**src/rtl/mem_pkg.sv**
```systemverilog
// Shared definitions for the data-memory arbiter.
//    arb_state_t : arbiter FSM state encoding (A_PRI, B_FORCE, B_LOCK)
//    MEM_READ / MEM_WRITE : DataMemRW select values driven to the memory
package mem_pkg;

   typedef enum logic [1:0] {
      A_PRI   = 2'd0,
      B_FORCE = 2'd1,
      B_LOCK  = 2'd2
   } arb_state_t;

   localparam logic MEM_READ  = 1'b0;
   localparam logic MEM_WRITE = 1'b1;

endpackage

```
**src/rtl/dmem_arbiter_if.sv**
```systemverilog
// Bundle of every bus signal around the data-memory arbiter.
//    Port A (MEM stage)  : a_req, a_rw, a_addr, a_wdata -> a_rdata, a_stall
//    Port B (loader)     : b_req, b_rw, b_addr, b_wdata, b_lock -> b_gnt, b_rdata, b_rvalid
//    Memory side         : mem_addr, mem_wdata, mem_rw -> mem_rdata
// The slave modport is the arbiter's view; master is the view of the
// requesters and the memory surrounding it.
interface dmem_arbiter_if;

   logic        a_req;
   logic        a_rw;
   logic [31:0] a_addr;
   logic [31:0] a_wdata;
   logic [31:0] a_rdata;
   logic        a_stall;

   logic        b_req;
   logic        b_rw;
   logic [31:0] b_addr;
   logic [31:0] b_wdata;
   logic        b_lock;
   logic        b_gnt;
   logic [31:0] b_rdata;
   logic        b_rvalid;

   logic [31:0] mem_addr;
   logic [31:0] mem_wdata;
   logic        mem_rw;
   logic [31:0] mem_rdata;

   modport slave (
      input  a_req, a_rw, a_addr, a_wdata,
      output a_rdata, a_stall,
      input  b_req, b_rw, b_addr, b_wdata, b_lock,
      output b_gnt, b_rdata, b_rvalid,
      output mem_addr, mem_wdata, mem_rw,
      input  mem_rdata
   );

   modport master (
      output a_req, a_rw, a_addr, a_wdata,
      input  a_rdata, a_stall,
      output b_req, b_rw, b_addr, b_wdata, b_lock,
      input  b_gnt, b_rdata, b_rvalid,
      input  mem_addr, mem_wdata, mem_rw,
      output mem_rdata
   );

endinterface

```
**src/rtl/sat_counter.sv**
```systemverilog
// Saturating up-counter used for both the starvation and the lock budget.
//    clk, reset  : clock and synchronous active-high reset
//    i_inc       : count one event (ignored once the count equals LIMIT)
//    i_clr       : return to zero; wins over i_inc
//    o_atLimit   : count currently equals LIMIT
//    o_hitNext   : an increment this cycle lands exactly on LIMIT
module sat_counter #(
   parameter int WIDTH = 3,
   parameter int LIMIT = 4
) (
   input  logic clk,
   input  logic reset,
   input  logic i_inc,
   input  logic i_clr,
   output logic o_atLimit,
   output logic o_hitNext
);

   logic [WIDTH-1:0] r_count;

   // Clear has priority so the owner can drop the count on the same cycle it
   // would otherwise have counted; the count parks at LIMIT once there.
   always_ff @(posedge clk) begin
      if (reset || i_clr) begin
         r_count <= '0;
      end else if (i_inc && (r_count != WIDTH'(LIMIT))) begin
         r_count <= r_count + WIDTH'(1);
      end
   end

   // o_hitNext deliberately ignores i_clr: the owner derives its clear from
   // whether the limit is being hit, so folding it in would form a loop.
   assign o_atLimit = (r_count == WIDTH'(LIMIT));
   assign o_hitNext = i_inc && (r_count == WIDTH'(LIMIT - 1));

endmodule

```
**src/rtl/dmem_arbiter.sv**
```systemverilog
// Two-port arbiter in front of the single-port data memory.
//    clk, reset : clock and synchronous active-high reset
//    bus        : dmem_arbiter_if.slave carrying port A (MEM stage, priority),
//                 port B (loader/debug, starvation-protected, lockable) and
//                 the memory address/write-data/select/read-data signals.
// Parameters: STARVE_LIMIT denied B cycles before B is forced a slot,
//             LOCK_MAX granted B cycles allowed in one locked burst.
module dmem_arbiter
   import mem_pkg::*;
#(
   parameter int STARVE_LIMIT = 4,
   parameter int LOCK_MAX     = 8
) (
   input logic           clk,
   input logic           reset,
   dmem_arbiter_if.slave bus
);

   localparam int STARVE_W = $clog2(STARVE_LIMIT + 1);
   localparam int LOCK_W   = $clog2(LOCK_MAX + 1);

   arb_state_t  r_state;
   logic        r_bRvalid;
   logic [31:0] r_bRdata;

   logic w_bGnt;
   logic w_aGnt;
   logic w_starveInc;
   logic w_starveClr;
   logic w_starveAtLimit;
   logic w_starveHitNext;
   logic w_starveHit;
   logic w_lockAtLimit;
   logic w_lockHitNext;
   logic w_lockHit;
   logic w_lockNext;

   // Only A_PRI lets an active port A pre-empt B; in the forced and locked
   // states B owns the slot whenever it asks, and otherwise A gets it.
   assign w_bGnt = bus.b_req && ((r_state != A_PRI) || !bus.a_req);
   assign w_aGnt = bus.a_req && !w_bGnt;

   // B is starving while it asks and A takes the slot. The force decision is
   // taken on the edge where the count reaches the limit, so the forced slot
   // is the very next cycle.
   assign w_starveInc = bus.b_req && w_aGnt;
   assign w_starveClr = !bus.b_req || w_bGnt;
   assign w_starveHit = w_starveAtLimit || w_starveHitNext;

   // The lock counter sees every granted B cycle and is cleared whenever the
   // burst is not continuing, so the cycle that enters a lock counts as 0.
   // w_lockNext is the single "stay/enter locked" decision for all states.
   assign w_lockHit  = w_bGnt && (w_lockHitNext || w_lockAtLimit);
   assign w_lockNext = w_bGnt && bus.b_lock && !w_lockHit;

   sat_counter #(
      .WIDTH (STARVE_W),
      .LIMIT (STARVE_LIMIT)
   ) u_starveCnt (
      .clk       (clk),
      .reset     (reset),
      .i_inc     (w_starveInc),
      .i_clr     (w_starveClr),
      .o_atLimit (w_starveAtLimit),
      .o_hitNext (w_starveHitNext)
   );

   sat_counter #(
      .WIDTH (LOCK_W),
      .LIMIT (LOCK_MAX)
   ) u_lockCnt (
      .clk       (clk),
      .reset     (reset),
      .i_inc     (w_bGnt),
      .i_clr     (!w_lockNext),
      .o_atLimit (w_lockAtLimit),
      .o_hitNext (w_lockHitNext)
   );

   // Arbitration FSM. Leaving B_LOCK at the burst limit always goes through
   // A_PRI so a waiting port A is served before B can lock again.
   always_ff @(posedge clk) begin
      if (reset) begin
         r_state <= A_PRI;
      end else begin
         case (r_state)
            A_PRI: begin
               if (w_starveHit) begin
                  r_state <= B_FORCE;
               end else if (w_lockNext) begin
                  r_state <= B_LOCK;
               end
            end
            B_FORCE: r_state <= w_lockNext ? B_LOCK : A_PRI;
            B_LOCK:  r_state <= w_lockNext ? B_LOCK : A_PRI;
            default: r_state <= A_PRI;
         endcase
      end
   end

   // Port B reads come back one cycle later through a holding register;
   // the valid flag is a single-cycle pulse and is never raised by writes.
   always_ff @(posedge clk) begin
      if (reset) begin
         r_bRvalid <= 1'b0;
         r_bRdata  <= '0;
      end else begin
         r_bRvalid <= w_bGnt && (bus.b_rw == MEM_READ);
         if (w_bGnt && (bus.b_rw == MEM_READ)) begin
            r_bRdata <= bus.mem_rdata;
         end
      end
   end

   // Memory drive follows the granted port; an idle cycle presents a
   // quiet read of address 0 so no stray write can reach the memory.
   always_comb begin
      bus.mem_addr  = '0;
      bus.mem_wdata = '0;
      bus.mem_rw    = MEM_READ;
      if (w_bGnt) begin
         bus.mem_addr  = bus.b_addr;
         bus.mem_wdata = bus.b_wdata;
         bus.mem_rw    = bus.b_rw;
      end else if (w_aGnt) begin
         bus.mem_addr  = bus.a_addr;
         bus.mem_wdata = bus.a_wdata;
         bus.mem_rw    = bus.a_rw;
      end
   end

   assign bus.a_rdata  = bus.mem_rdata;
   assign bus.a_stall  = bus.a_req && !w_aGnt;
   assign bus.b_gnt    = w_bGnt;
   assign bus.b_rdata  = r_bRdata;
   assign bus.b_rvalid = r_bRvalid;

endmodule

```
**src/flat_wrapper.sv**
```systemverilog
// flat-port wrapper written by rule: the top's interface ports become plain ports
module dmem_arbiter_flat import mem_pkg::*;
#(
   parameter int STARVE_LIMIT = 4,
   parameter int LOCK_MAX     = 8
)
  (clk, reset, bus_a_req, bus_a_rw, bus_a_addr, bus_a_wdata, bus_a_rdata, bus_a_stall, bus_b_req, bus_b_rw, bus_b_addr, bus_b_wdata, bus_b_lock, bus_b_gnt, bus_b_rdata, bus_b_rvalid, bus_mem_addr, bus_mem_wdata, bus_mem_rw, bus_mem_rdata);
  dmem_arbiter_if bus_i ();
  input logic clk;
  input logic reset;
  input wire logic [$bits(bus_i.a_req)-1:0] bus_a_req;
  input wire logic [$bits(bus_i.a_rw)-1:0] bus_a_rw;
  input wire logic [$bits(bus_i.a_addr)-1:0] bus_a_addr;
  input wire logic [$bits(bus_i.a_wdata)-1:0] bus_a_wdata;
  output wire logic [$bits(bus_i.a_rdata)-1:0] bus_a_rdata;
  output wire logic [$bits(bus_i.a_stall)-1:0] bus_a_stall;
  input wire logic [$bits(bus_i.b_req)-1:0] bus_b_req;
  input wire logic [$bits(bus_i.b_rw)-1:0] bus_b_rw;
  input wire logic [$bits(bus_i.b_addr)-1:0] bus_b_addr;
  input wire logic [$bits(bus_i.b_wdata)-1:0] bus_b_wdata;
  input wire logic [$bits(bus_i.b_lock)-1:0] bus_b_lock;
  output wire logic [$bits(bus_i.b_gnt)-1:0] bus_b_gnt;
  output wire logic [$bits(bus_i.b_rdata)-1:0] bus_b_rdata;
  output wire logic [$bits(bus_i.b_rvalid)-1:0] bus_b_rvalid;
  output wire logic [$bits(bus_i.mem_addr)-1:0] bus_mem_addr;
  output wire logic [$bits(bus_i.mem_wdata)-1:0] bus_mem_wdata;
  output wire logic [$bits(bus_i.mem_rw)-1:0] bus_mem_rw;
  input wire logic [$bits(bus_i.mem_rdata)-1:0] bus_mem_rdata;
  assign bus_i.a_req = bus_a_req;
  assign bus_i.a_rw = bus_a_rw;
  assign bus_i.a_addr = bus_a_addr;
  assign bus_i.a_wdata = bus_a_wdata;
  assign bus_a_rdata = bus_i.a_rdata;
  assign bus_a_stall = bus_i.a_stall;
  assign bus_i.b_req = bus_b_req;
  assign bus_i.b_rw = bus_b_rw;
  assign bus_i.b_addr = bus_b_addr;
  assign bus_i.b_wdata = bus_b_wdata;
  assign bus_i.b_lock = bus_b_lock;
  assign bus_b_gnt = bus_i.b_gnt;
  assign bus_b_rdata = bus_i.b_rdata;
  assign bus_b_rvalid = bus_i.b_rvalid;
  assign bus_mem_addr = bus_i.mem_addr;
  assign bus_mem_wdata = bus_i.mem_wdata;
  assign bus_mem_rw = bus_i.mem_rw;
  assign bus_i.mem_rdata = bus_mem_rdata;
  dmem_arbiter #(.STARVE_LIMIT(STARVE_LIMIT), .LOCK_MAX(LOCK_MAX)) u_core (.clk(clk), .reset(reset), .bus(bus_i));
endmodule
```
**config.mk**
```make
export PLATFORM = sky130hd
export DESIGN_NAME = dmem_arbiter_flat
export DESIGN_NICKNAME = d
export VERILOG_FILES = /design/src/rtl/mem_pkg.sv /design/src/rtl/dmem_arbiter_if.sv /design/src/rtl/sat_counter.sv /design/src/rtl/dmem_arbiter.sv /design/src/flat_wrapper.sv
export SDC_FILE = /design/constraint.sdc
export NUM_CORES = 1
export LEC_CHECK = 0
export ABC_AREA = 1
export BUFFER_PORTS_ARGS = -buffer_cell sky130_fd_sc_hd__buf_2
export CORE_AREA = 4 4 114 116
export DETAILED_ROUTE_END_ITERATION = 8
export DIE_AREA = 0 0 118 120
export GPL_ROUTABILITY_DRIVEN = 0
export PLACE_DENSITY = 0.53
export SETUP_SLACK_MARGIN = 0.02
export SLEW_MARGIN = 10
export SYNTH_ARGS = -nofsm -noshare
export SYNTH_HDL_FRONTEND = slang
export SYNTH_SLANG_ARGS = --single-unit
export TNS_END_PERCENT = 50
```
**constraint.sdc**
```tcl
create_clock -name clk -period 1.85 [get_ports clk]
set_input_delay 0.0925 -clock clk [delete_from_list [all_inputs] [get_ports clk]]
set_output_delay 0.0925 -clock clk [all_outputs]
set_load 0.1 [all_outputs]
```
# == Word level (Yosys, flattened, before mapping) ==
# Cells that the tools add are included.
# totals
register_bits,42
input_bits,167
out_inout_bits,132
wordCells,54
# classes
addsub,2
eq_ne,9
mux,10
bitwise_logic,1
reduce_logical,27
# op_table
op,n
two-way mux 32 bit,4
logical AND 1 bit,12
logical NOT 1 bit,6
logical OR 1 bit,6
two-way mux 2 bit,3
"adder 4 x 1 -> 4 bit, second input constant",1
"== test 4 x 3 -> 1 bit, second input constant",1
"== test 4 bit, second input constant",1
"!= test 4 bit, second input constant",1
case mux 2 bit (2 select lines),1
"adder 3 x 1 -> 3 bit, second input constant",1
"== test 3 x 2 -> 1 bit, second input constant",1
"== test 3 bit, second input constant",1
"!= test 3 x 1 -> 1 bit, second input constant",1
"!= test 3 bit, second input constant",1
"== test 2 x 1 -> 1 bit, second input constant",1
"== test 2 bit, second input constant",1
logical NOT 2 bit,1
two-way mux 1 bit,2
nonzero test 2 bit,1
OR reduction 2 bit,1
NOT 1 bit,1

# == Logic depth before layout (Yosys ltp) ==
# Gate-level depths: netlist of the first run.
# logic_depth
depth_word,11
mapped_depth,10
ltp_nobuf,9

# == Modules after synthesis ==
# From an unflattened synthesis of the first run, not the netlist that was laid out.
# hier_totals
hier_cells,485
area_unflattened_um2,2865.2
# by_module_without_submodules
module,n_inst,cells_each,area_each_um2,seq_area_each_um2
dmem_arbiter,1,422,2444.8,700.7
sat_counter at u_core.u_lockCnt,1,34,227.7,80.1
sat_counter at u_core.u_starveCnt,1,29,192.7,60.1

# == Worst setup path before layout of the first run ==
# OpenSTA, ideal clock, no wires.
# synth_timing
kind,reg-to-output
startpoint,register u_core.r_state[0]
endpoint,output port bus_mem_wdata[24]
arrival_ps,2753
required_ps,1757
setup_slack_ps,-995
stages_incl_launch_ff,8
path_buffers,1
cell_sequence,dfxtp_1 inv_1 ha_1 nand2_1 nand2_2 inv_2 clkbuf_1 a22o_1
# synth_between
elab_chain_cells,7
# synth_rtl
element,line_no,text
from (decl),dmem_arbiter.sv:22,arb_state_t r_state;
from (signal assigned),dmem_arbiter.sv:94,B_FORCE: r_state <= w_lockNext ? B_LOCK : A_PRI;
from (signal assigned),dmem_arbiter.sv:95,B_LOCK: r_state <= w_lockNext ? B_LOCK : A_PRI;
nonzero test 2 bit *,dmem_arbiter.sv:40,assign w_bGnt = bus.b_req && ((r_state != A_PRI) || !bus.a_req);
logical OR 1 bit *,dmem_arbiter.sv:40,
logical AND 1 bit *,dmem_arbiter.sv:40,
net bus_b_gnt,flat_wrapper.sv:22,output wire logic [$bits(bus_i.b_gnt)-1:0] bus_b_gnt;
logical NOT 1 bit,dmem_arbiter.sv:41,assign w_aGnt = bus.a_req && !w_bGnt;
logical AND 1 bit,dmem_arbiter.sv:41,
two-way mux 32 bit,dmem_arbiter.sv:125,end else if (w_aGnt) begin
two-way mux 32 bit *,dmem_arbiter.sv:121,if (w_bGnt) begin
to (decl),flat_wrapper.sv:26,output wire logic [$bits(bus_i.mem_wdata)-1:0] bus_mem_wdata;
# The timed path passes the listed nets; every way through them passes the cells marked *.

# == Worst setup path in the final report of the first run ==
# layout_timing
startpoint,register u_core.r_state[1]
endpoint,output port bus_mem_wdata[5]
# layout_between
elab_chain_cells,7
# layout_rtl
element,line_no
nonzero test 2 bit *,dmem_arbiter.sv:40
logical OR 1 bit *,dmem_arbiter.sv:40
logical AND 1 bit *,dmem_arbiter.sv:40
logical NOT 1 bit,dmem_arbiter.sv:41
logical AND 1 bit,dmem_arbiter.sv:41
two-way mux 32 bit,dmem_arbiter.sv:125
two-way mux 32 bit *,dmem_arbiter.sv:121
# Mark *: on every way between the ends. The rest lies on a longest branch, timed or not.

==> results of run 1 <==
## registers in the layout, indices dropped and copies added (netlist names)
| register | count |
|---|---|
| u_core.r_state | 2 |
| u_core.bus.b_rvalid | 1 |
| u_core.u_lockCnt.r_count | 4 |
| u_core.bus.b_rdata | 32 |
| u_core.u_starveCnt.r_count | 3 |
## metal layers
| metal | vias to the layer above | global-route usage | share of wire |
|---|---|---|---|
| met3 | 32 | 0.0796 | 0.10 |
| li1 | 1641 | - | - |
| met5 | - | 0 | 0.0063 |
| met4 | 16 | 0.0549 | 0.019 |
| met1 | 1516 | 0.187 | 0.33 |
| met2 | 196 | 0.381 | 0.55 |
## cell usage after synthesis, types with 6 or more instances
cell and count:
nor2_1 7, buf_6 6, dfxtp_1 42, buf_4 37, o21ai_0 14, clkbuf_1 6
ha_1 7, inv_1 49, a22o_1 64, nand2_1 14, nand3_1 8, a21oi_1 38
o21ai_1 20, buf_2 7
## kinds of logic (layout without fill, tap and decap cells)
| family | Yosys count | after routing | share of synthesized area |
|---|---|---|---|
| flip-flops | 42 | 42 | 0.320 |
| other | 0 | 2 | 0 |
| adder cells (fa/ha/maj) | 7 | 7 | 0.0334 |
| AND/OR/NAND/NOR | 37 | 37 | 0.0639 |
| AO/OA/AOI/OAI | 137 | 137 | 0.354 |
| XOR/XNOR | 1 | 1 | 0.00334 |
| buffers and inverters | 106 | 370 | 0.225 |
## path summary, 6_finish.rpt
check        cells after the start  slack [ps]                                  end
max reg2reg                      9         130   u_core.bus.b_rdata[9]$_SDFFE_PP0P_
min                              2          50       u_core.r_state[1]$_SDFFE_PP0P_
min reg2reg                      2         440  u_core.bus.b_rdata[14]$_SDFFE_PP0P_
max                              9          10                     bus_mem_wdata[5]
## cell type report
cell class / instances / share of cell area
antenna: 2 / 0.000906
sequential: 42 / 0.153
multi-input combinational: 182 / 0.260
clock inverter: 2 / 0.00249
timing repair buffer: 312 / 0.490
inverter: 50 / 0.0376
clock buffer: 6 / 0.0233
tap: 147 / 0.0333
## timing repair
item,4_1_cts,5_1_grt
resized for setup,29,9
setup buffers,5,0
cloned,2,0
pin swaps,16,0
setup endpoints to repair,66,65
hold buffers,0,0
## stage by stage
| stage | instances | utilization | worst slack [ps] | hold WS [ps] |
|---|---|---|---|---|
| 6_report | 743 | 0.464 | 12.2 | 47.6 |
| 5_1_grt | 743 | 0.464 | -76.0 | 55.4 |
| 4_1_cts | 741 | 0.457 | 0.672 | 35.9 |
| 3_5_place_dp | 726 | 0.425 | 156 | 342 |
| 3_3_place_gp | 726 | 0.425 | 158 | 339 |
| 2_1_floorplan | 330 | - | -153 | 162 |
## worst max-delay path, stage by stage, from the launching register on
cell and delay [ps]:
dfxtp_2 320, inv_1 50, ha_2 180, nand2_2 60, nand2_4 110, nand2_4 70
inv_8 100, buf_8 180, a22o_1 200, buf_12 190
## power groups by stage
stage	clock network [W]	registers [W]	logic [W]
5_1_grt	0.000912	0.000978	0.00291
6_report	0.000849	0.000973	0.00284
3_3_place_gp	0	0.000991	0.00273
2_1_floorplan	0	0.00129	0.00156
4_1_cts	0.000889	0.000973	0.00283
3_5_place_dp	0	0.000991	0.00274
## cells in the final DEF, fill, tap and decap left out
cell and n:
nor3_1 3, clkinvlp_4 2, a22o_2 30, clkbuf_1 1
inv_6 1, nand2_1 12, ha_1 6, a22o_1 13
nand3_1 8, clkinv_4 1, o21ai_0 14, buf_12 71
nand2_2 1, nor2_1 7, buf_8 1, nand2_4 2
nor3b_1 1, a22oi_2 1, ha_2 1, dfxtp_1 40
nand3b_1 1, clkbuf_16 5, dfxtp_2 2, buf_2 231
diode_2 2, nand4_1 1, or2_2 1, inv_8 1
a22o_4 21, buf_4 6, o21ai_1 20, inv_1 46
xor2_1 1, buf_6 1, clkinv_2 1, buf_16 2
a21oi_1 38
==> impl_metrics.env, run 1 <==
export IMPL_outcome="finished, final reports clean"
export IMPL_clk_latency_ps=280
export IMPL_track_usage=0.195
export IMPL_drv_cap=0
export IMPL_period_needed_ps=1840
export IMPL_netlist_area_leader_share=0.320
export IMPL_start_kind="flip-flop"
export IMPL_grt_pass1_vias=3472
export IMPL_crit_arrival_ps=1750
export IMPL_maxSlewViolCount=0
export IMPL_p_int_w=0.00233
export IMPL_drt_wl_total_um=14700
export IMPL_setup_viol=0
export IMPL_post_drt_wl_per_cell_um=19.8
export IMPL_regArea_um2=843
export IMPL_synth_edf_count=0
export IMPL_vdd_drop_max_mv=0.480
export IMPL_antenna_left=0
export IMPL_ios=299
export IMPL_worstHoldStart="reset"
export IMPL_drt_iter0_markers=150
export IMPL_synth_avg_cell_area_um2=7.95
export IMPL_path_class="flip-flop to primary output"
export IMPL_drive_above_1_share=0.643
export IMPL_cts_tree="yes"
export IMPL_final_cell_area_um2=5520
export IMPL_vias=3401
export IMPL_nFillCells=1108
export IMPL_multi_input_area_um2=1440
export IMPL_seq_area_frac_synth=0.320
export IMPL_powerDensity_nw_per_um2=844
export IMPL_ys_warn_count=0
export IMPL_root_buffer="clkbuf_16"
export IMPL_cp_end_kind="primary output"
export IMPL_clock_sinks=42
export IMPL_post_route_period_util=0.993
export IMPL_ys_seq_elements=42
export IMPL_cp_required_ps=1760
export IMPL_slew_headroom=0.670
export IMPL_tns_ps=0
export IMPL_ctsHtreeMaxLevel=2
export IMPL_synthTopCellsByArea="dfxtp_1 (32%), a22o_1 (21%), buf_4 (11%), a21oi_1 (7.2%), inv_1 (7.0%)"
export IMPL_p_leak_nw=2.73
export IMPL_grt_max_degree=66
export IMPL_r2r_start="u_core.r_state[1]$_SDFFE_PP0P_"
export IMPL_firstDrtPassIters=6
export IMPL_finClkSkew_ps=5.70
export IMPL_syn_to_final_growth_pct=110
export IMPL_core_area_um2=11900
export IMPL_synth_area_um2=2620
export IMPL_ys_flop_type="dfxtp_1"
export IMPL_io_buffers=298
export IMPL_clkPwrFrac=0.182
export IMPL_synth_distinct_cells=23
export IMPL_floorplan_initialDensity=0.220
export IMPL_path_max_fanout=15
export IMPL_hold_viol_final=0
export IMPL_viasPerCell=4.58
export IMPL_grt_overflow_total=0
export IMPL_post_synth_inst_count=330
export IMPL_grt_pass1_wl_um=21000
export IMPL_chipHeight_um=120
export IMPL_syn_nets=504
export IMPL_post_dp_hpwl_um=12100
export IMPL_fmax_mhz=544
export IMPL_rsz0062_at_grt="true"
export IMPL_comb_power_share=0.609
export IMPL_finalNetCount=767
export IMPL_drcViolationCount=0
export IMPL_async_flop_share=0
export IMPL_yosys_area_top_type="dfxtp_1"
export IMPL_seqPwrFrac=0.209
export IMPL_die_x_um=118
export IMPL_cts_buffer_depth=2
export IMPL_worst_pin_slew_ps=499
export IMPL_switchingPower_w=0.00233
export IMPL_die_area_um2=14200
export IMPL_path_clk_slew_ps=60
export IMPL_hold_class="input pin to flip-flop"
export IMPL_startpoint="u_core.r_state[1]$_SDFFE_PP0P_"
export IMPL_placed_area_um2=5060
export IMPL_numCtsBuffers=5
export IMPL_antenna_found_initial=10
export IMPL_power_w=0.00466
export IMPL_switching_share=0.500
export IMPL_placementRows=40
(Power assumes the default switching activity.)
==> run 2: changes to the inputs <==
CORE_AREA = 4 4 115 117   (was 4 4 114 116)
DIE_AREA = 0 0 119 121   (was 0 0 118 120)
PLACE_DENSITY = 0.52   (was 0.53)
clock period = 2.2 ns   (was 1.85 ns; I/O delays follow)
==> impl_metrics.env, run 2 (synthesis results as in run 1) <==
export IMPL_outcome="finished, final reports clean"
export IMPL_post_dp_hpwl_um=10500
export IMPL_diodes=0
export IMPL_period_needed_ps=2070
export IMPL_largest_reg_flops=32
export IMPL_setup_viol=0
export IMPL_tns_ps=0
export IMPL_die_area_um2=14400
export IMPL_cts_hold_buf=0
export IMPL_multi_input_area_um2=1200
export IMPL_gr_max_usage_layer="met2"
export IMPL_worstHoldStart="reset"
export IMPL_start_kind="flip-flop"
export IMPL_drt_iter0_markers=139
export IMPL_firstDrtPassIters=5
export IMPL_mostFrequentLayoutCells="buf_2 (231), buf_12 (70), a22o_1 (60)"
export IMPL_slew_headroom=0.579
export IMPL_rsz0062_at_grt="false"
export IMPL_vias=3326
export IMPL_switchingPower_w=0.00194
export IMPL_comb_power_share=0.580
export IMPL_track_usage=0.159
export IMPL_clk_latency_ps=280
export IMPL_max_stage_delay_ps=360
export IMPL_grt_pass1_vias=3255
export IMPL_startpoint="u_core.r_state[1]$_SDFFE_PP0P_"
export IMPL_grt_use_met2=0.290
export IMPL_powerDensity_nw_per_um2=753
export IMPL_die_x_um=119
export IMPL_grt_use_met1=0.183
export IMPL_cp_required_ps=2090
export IMPL_seqPwrFrac=0.207
export IMPL_ctsHtreeMaxLevel=2
export IMPL_floorplan_initialDensity=0.212
export IMPL_power_w=0.00395
export IMPL_worst_pin_slew_ps=632
export IMPL_crit_chain="inv_1, ha_1, nand2_1, nand2_2, nand2_1, clkinv_4, buf_4, a22o_1, buf_12"
export IMPL_fmax_mhz=482
export IMPL_cts_tree="yes"
export IMPL_drcViolationCount=0
export IMPL_io_buffers=298
export IMPL_root_buffer="clkbuf_16"
export IMPL_core_area_um2=12400
export IMPL_post_route_period_util=0.942
export IMPL_crit_arrival_ps=1960
export IMPL_path_max_fanout=13
export IMPL_p_int_w=0.00201
export IMPL_path_clk_slew_ps=60
export IMPL_clkPwrFrac=0.213
export IMPL_cp_common_cell="nand2_1"
export IMPL_viasPerCell=4.35
export IMPL_grt_pass1_wl_um=18100
export IMPL_antenna_found_initial=1
export IMPL_grt_use_met3=0.0490
export IMPL_path_class="flip-flop to primary output"
export IMPL_drv_cap=0
export IMPL_vdd_drop_max_mv=0.417
export IMPL_chipHeight_um=121
export IMPL_cpMaxStageDelayCell="dfxtp_1"
export IMPL_nFillCells=1200
export IMPL_placementRows=41
export IMPL_syn_to_final_growth_pct=100
export IMPL_cts_buffer_depth=2
export IMPL_utilization=0.424
export IMPL_cp_end_kind="primary output"
export IMPL_grt_overflow_total=0
export IMPL_post_drt_wl_per_cell_um=16.2
export IMPL_layout_commonest_cell="buf_2"
export IMPL_grt_max_degree=66
export IMPL_fin_ws_ps=127
export IMPL_switching_share=0.491
export IMPL_regArea_um2=842
export IMPL_ios=299
export IMPL_clock_sinks=42
export IMPL_pre_cts_ws_ps=180
export IMPL_antenna_left=0
export IMPL_maxSlewViolCount=0
export IMPL_finClkSkew_ps=3.08
export IMPL_hold_class="input pin to flip-flop"
export IMPL_drive_above_1_share=0.552
export IMPL_r2r_start="u_core.r_state[1]$_SDFFE_PP0P_"
export IMPL_numCtsBuffers=5
export IMPL_p_leak_nw=2.62
export IMPL_drt_wl_total_um=12400
export IMPL_finalNetCount=765
export IMPL_hold_viol_final=0
[run 2: cell count changes in the layout (fill, tap and decap cells not counted), sizes merged]
cell / before / now
buf: 312 / 310
bufinv: 0 / 1
clkbuf: 6 / 5
clkinvlp: 2 / 0
diode: 2 / 0
inv: 48 / 50
[run 2: power groups by stage]
stage | sequential, W | combinational [W] | clock [W]
2_1_floorplan | 0.00109 | 0.00130 | 0
3_3_place_gp | 0.000834 | 0.00228 | 0
3_5_place_dp | 0.000834 | 0.00228 | 0
4_1_cts | 0.000818 | 0.00229 | 0.000874
5_1_grt | 0.000823 | 0.00235 | 0.000893
6_report | 0.000818 | 0.00229 | 0.000841
[run 2: worst paths after layout]
kind	end	slack, ps	depth (start not counted)
hold / removal	u_core.r_state[0]$_SDFFE_PP0P_	30	2
setup / recovery	bus_mem_addr[24]	130	9
hold reg to reg	u_core.bus.b_rdata[7]$_SDFFE_PP0P_	440	2
setup reg to reg	u_core.bus.b_rdata[18]$_SDFFE_PP0P_	490	7
[run 2: final cells by class]
class / instances / area share
Clock buffer: 5 / 0.0238
Clock inverter: 3 / 0.00835
Inverter: 50 / 0.0372
Multi-Input combinational cell: 182 / 0.229
Sequential cell: 42 / 0.161
Tap cell: 172 / 0.0410
Timing Repair Buffer: 310 / 0.500
[run 2: layer usage]
metal | share of wire | vias to the layer above
met5 | 0.00056 | -
li1 | - | 1636
met2 | 0.51 | 195
met1 | 0.38 | 1479
met3 | 0.095 | 14
met4 | 0.011 | 2
[run 2: critical path: cells and delay by family (launching register included)]
family	cells	cell delay [ps]
buf+inv	4	570
flops	1	360
simple gates	3	290
compound gates	1	240
fa+ha+maj	1	220
[run 2: through the flow]
step	area, µm²	hold WS, ps	std cells
after floorplan	2630	179	330
after global placement	5030	331	753
after detailed placement	5030	334	753
after CTS	5200	31.8	761
after global routing	5250	42.2	764
final	5250	34.6	764
[run 2: repair_timing]
item | in CTS | in global routing
hold endpoints to repair | 0 | 0
gates resized for setup | 2 | 3
buffers inserted | 0 | 3
cloned | 0 | 0
endpoints found under the setup margin | 3 | 35
==> run 3: changes to the inputs <==
MAX_ROUTING_LAYER = met4   (was not set)
==> impl_metrics.env, run 3 (synthesis results as in run 1) <==
export IMPL_outcome="finished, final reports clean"
export IMPL_final_cell_area_um2=5250
export IMPL_ctsHtreeMaxLevel=2
export IMPL_powerDensity_nw_per_um2=752
export IMPL_finClkSkew_ps=3.32
export IMPL_clkPwrFrac=0.213
export IMPL_hold_slack_ps=33.7
export IMPL_numCtsBuffers=5
export IMPL_worst_pin_slew_ps=629
export IMPL_crit_arrival_ps=1960
export IMPL_grt_pass1_vias=3258
export IMPL_path_clk_slew_ps=60
export IMPL_seqPwrFrac=0.207
export IMPL_p_leak_nw=2.62
export IMPL_viasPerCell=4.31
export IMPL_antenna_found_initial=1
export IMPL_rsz0062_at_grt="false"
export IMPL_tns_ps=0
export IMPL_clk_latency_ps=280
export IMPL_antenna_left=0
export IMPL_track_usage=0.163
export IMPL_routedLengthMet1_um=4810
export IMPL_chipHeight_um=121
export IMPL_cp_required_ps=2090
export IMPL_fmax_mhz=483
export IMPL_switching_share=0.491
export IMPL_post_drt_wl_per_cell_um=16.2
export IMPL_vias=3299
export IMPL_hold_viol_final=0
export IMPL_top_layer_used="met4"
export IMPL_comb_power_share=0.580
export IMPL_start_kind="flip-flop"
export IMPL_drv_cap=0
export IMPL_drcViolationCount=0
export IMPL_grt_pass1_wl_um=18000
export IMPL_cp_end_kind="primary output"
export IMPL_io_buffers=298
export IMPL_floorplan_initialDensity=0.212
export IMPL_nFillCells=1199
export IMPL_placed_area_um2=5030
export IMPL_die_area_um2=14400
export IMPL_core_area_um2=12400
export IMPL_layout_commonest_cell="buf_2"
export IMPL_wl_met3_um=1120
export IMPL_p_int_w=0.00201
export IMPL_mostFrequentLayoutCells="buf_2 (231), buf_12 (70), a22o_1 (60)"
export IMPL_root_buffer="clkbuf_16"
export IMPL_drt_wl_total_um=12400
export IMPL_post_route_period_util=0.940
export IMPL_placementRows=41
export IMPL_path_class="flip-flop to primary output"
export IMPL_largest_reg_flops=32
export IMPL_hold_class="input pin to flip-flop"
export IMPL_syn_to_final_growth_pct=100
export IMPL_period_needed_ps=2070
export IMPL_grt_max_degree=66
export IMPL_maxSlewViolCount=0
export IMPL_die_x_um=119
export IMPL_clock_sinks=42
export IMPL_path_max_fanout=13
export IMPL_drive_above_1_share=0.552
export IMPL_switchingPower_w=0.00194
export IMPL_cts_buffer_depth=2
export IMPL_grt_overflow_total=0
export IMPL_finalNetCount=765
export IMPL_ios=299
export IMPL_slew_headroom=0.580
export IMPL_cts_hold_buf=0
export IMPL_drt_iter0_markers=121
export IMPL_cts_tree="yes"
export IMPL_post_dp_hpwl_um=10500
export IMPL_vdd_drop_max_mv=0.417
export IMPL_firstDrtPassIters=4
export IMPL_setup_viol=0
export IMPL_met2RoutedLength_um=6360
run 3: per-layer routing:
| metal | vias to the layer above | track usage |
|---|---|---|
| met5 | - | - |
| met4 | 0 | 0.0297 |
| met3 | 8 | 0.0448 |
| li1 | 1635 | - |
| met1 | 1482 | 0.185 |
| met2 | 174 | 0.290 |
run 3: path summary, 6_finish.rpt:
path / startpoint / end / slack [ps] / depth (start not counted)
min: reset / u_core.r_state[0]$_SDFFE_PP0P_ / 30 / 2
max: u_core.r_state[1]$_SDFFE_PP0P_ / bus_mem_addr[24] / 130 / 9
min reg2reg: u_core.bus.b_rdata[7]$_SDFFE_PP0P_ / u_core.bus.b_rdata[7]$_SDFFE_PP0P_ / 440 / 2
max reg2reg: u_core.r_state[1]$_SDFFE_PP0P_ / u_core.bus.b_rdata[18]$_SDFFE_PP0P_ / 490 / 7
run 3: power by group through the flow:
stage / logic [W] / registers [W] / clock network (W)
2_1_floorplan: 0.00130 / 0.00109 / 0
3_3_place_gp: 0.00228 / 0.000834 / 0
3_5_place_dp: 0.00228 / 0.000834 / 0
5_1_grt: 0.00235 / 0.000823 / 0.000893
4_1_cts: 0.00229 / 0.000818 / 0.000874
6_report: 0.00229 / 0.000818 / 0.000841
run 3: layout make-up:
| cell class | count | area, µm² | share of cell area |
|---|---|---|---|
| well taps | 172 | 215 | 0.0410 |
| flip-flops and latches | 42 | 842 | 0.160 |
| diodes | 1 | 2.50 | 0.000477 |
| multi-input cells | 182 | 1200 | 0.229 |
| clock buffers | 5 | 125 | 0.0238 |
| repair buffers | 310 | 2630 | 0.500 |
| clock inverters | 3 | 43.8 | 0.00834 |
| inverters | 50 | 195 | 0.0372 |
run 3: worst max-delay path, cell delays in order (launching register included):
cell and delay (ps):
dfxtp_1 360, inv_1 60, ha_1 220, nand2_1 80, nand2_2 90, nand2_1 120
clkinv_4 130, buf_4 200, a22o_1 230, buf_12 180
run 3: per-stage QoR:
stage | std cells | total power (W) | setup slack (ps) | util
after global routing | 765 | 0.00407 | 22.4 | 0.425
after floorplan | 330 | 0.00239 | -111 | -
after CTS | 761 | 0.00399 | 96.5 | 0.421
final | 765 | 0.00395 | 131 | 0.425
after detailed placement | 753 | 0.00312 | 180 | 0.407
after global placement | 753 | 0.00312 | 290 | 0.407
run 3: repair_timing:
action                                  CTS  global route
endpoints found under the setup margin    3            35
pin swaps                                 0             0
setup buffers                             0             3
resized for setup                         2             3
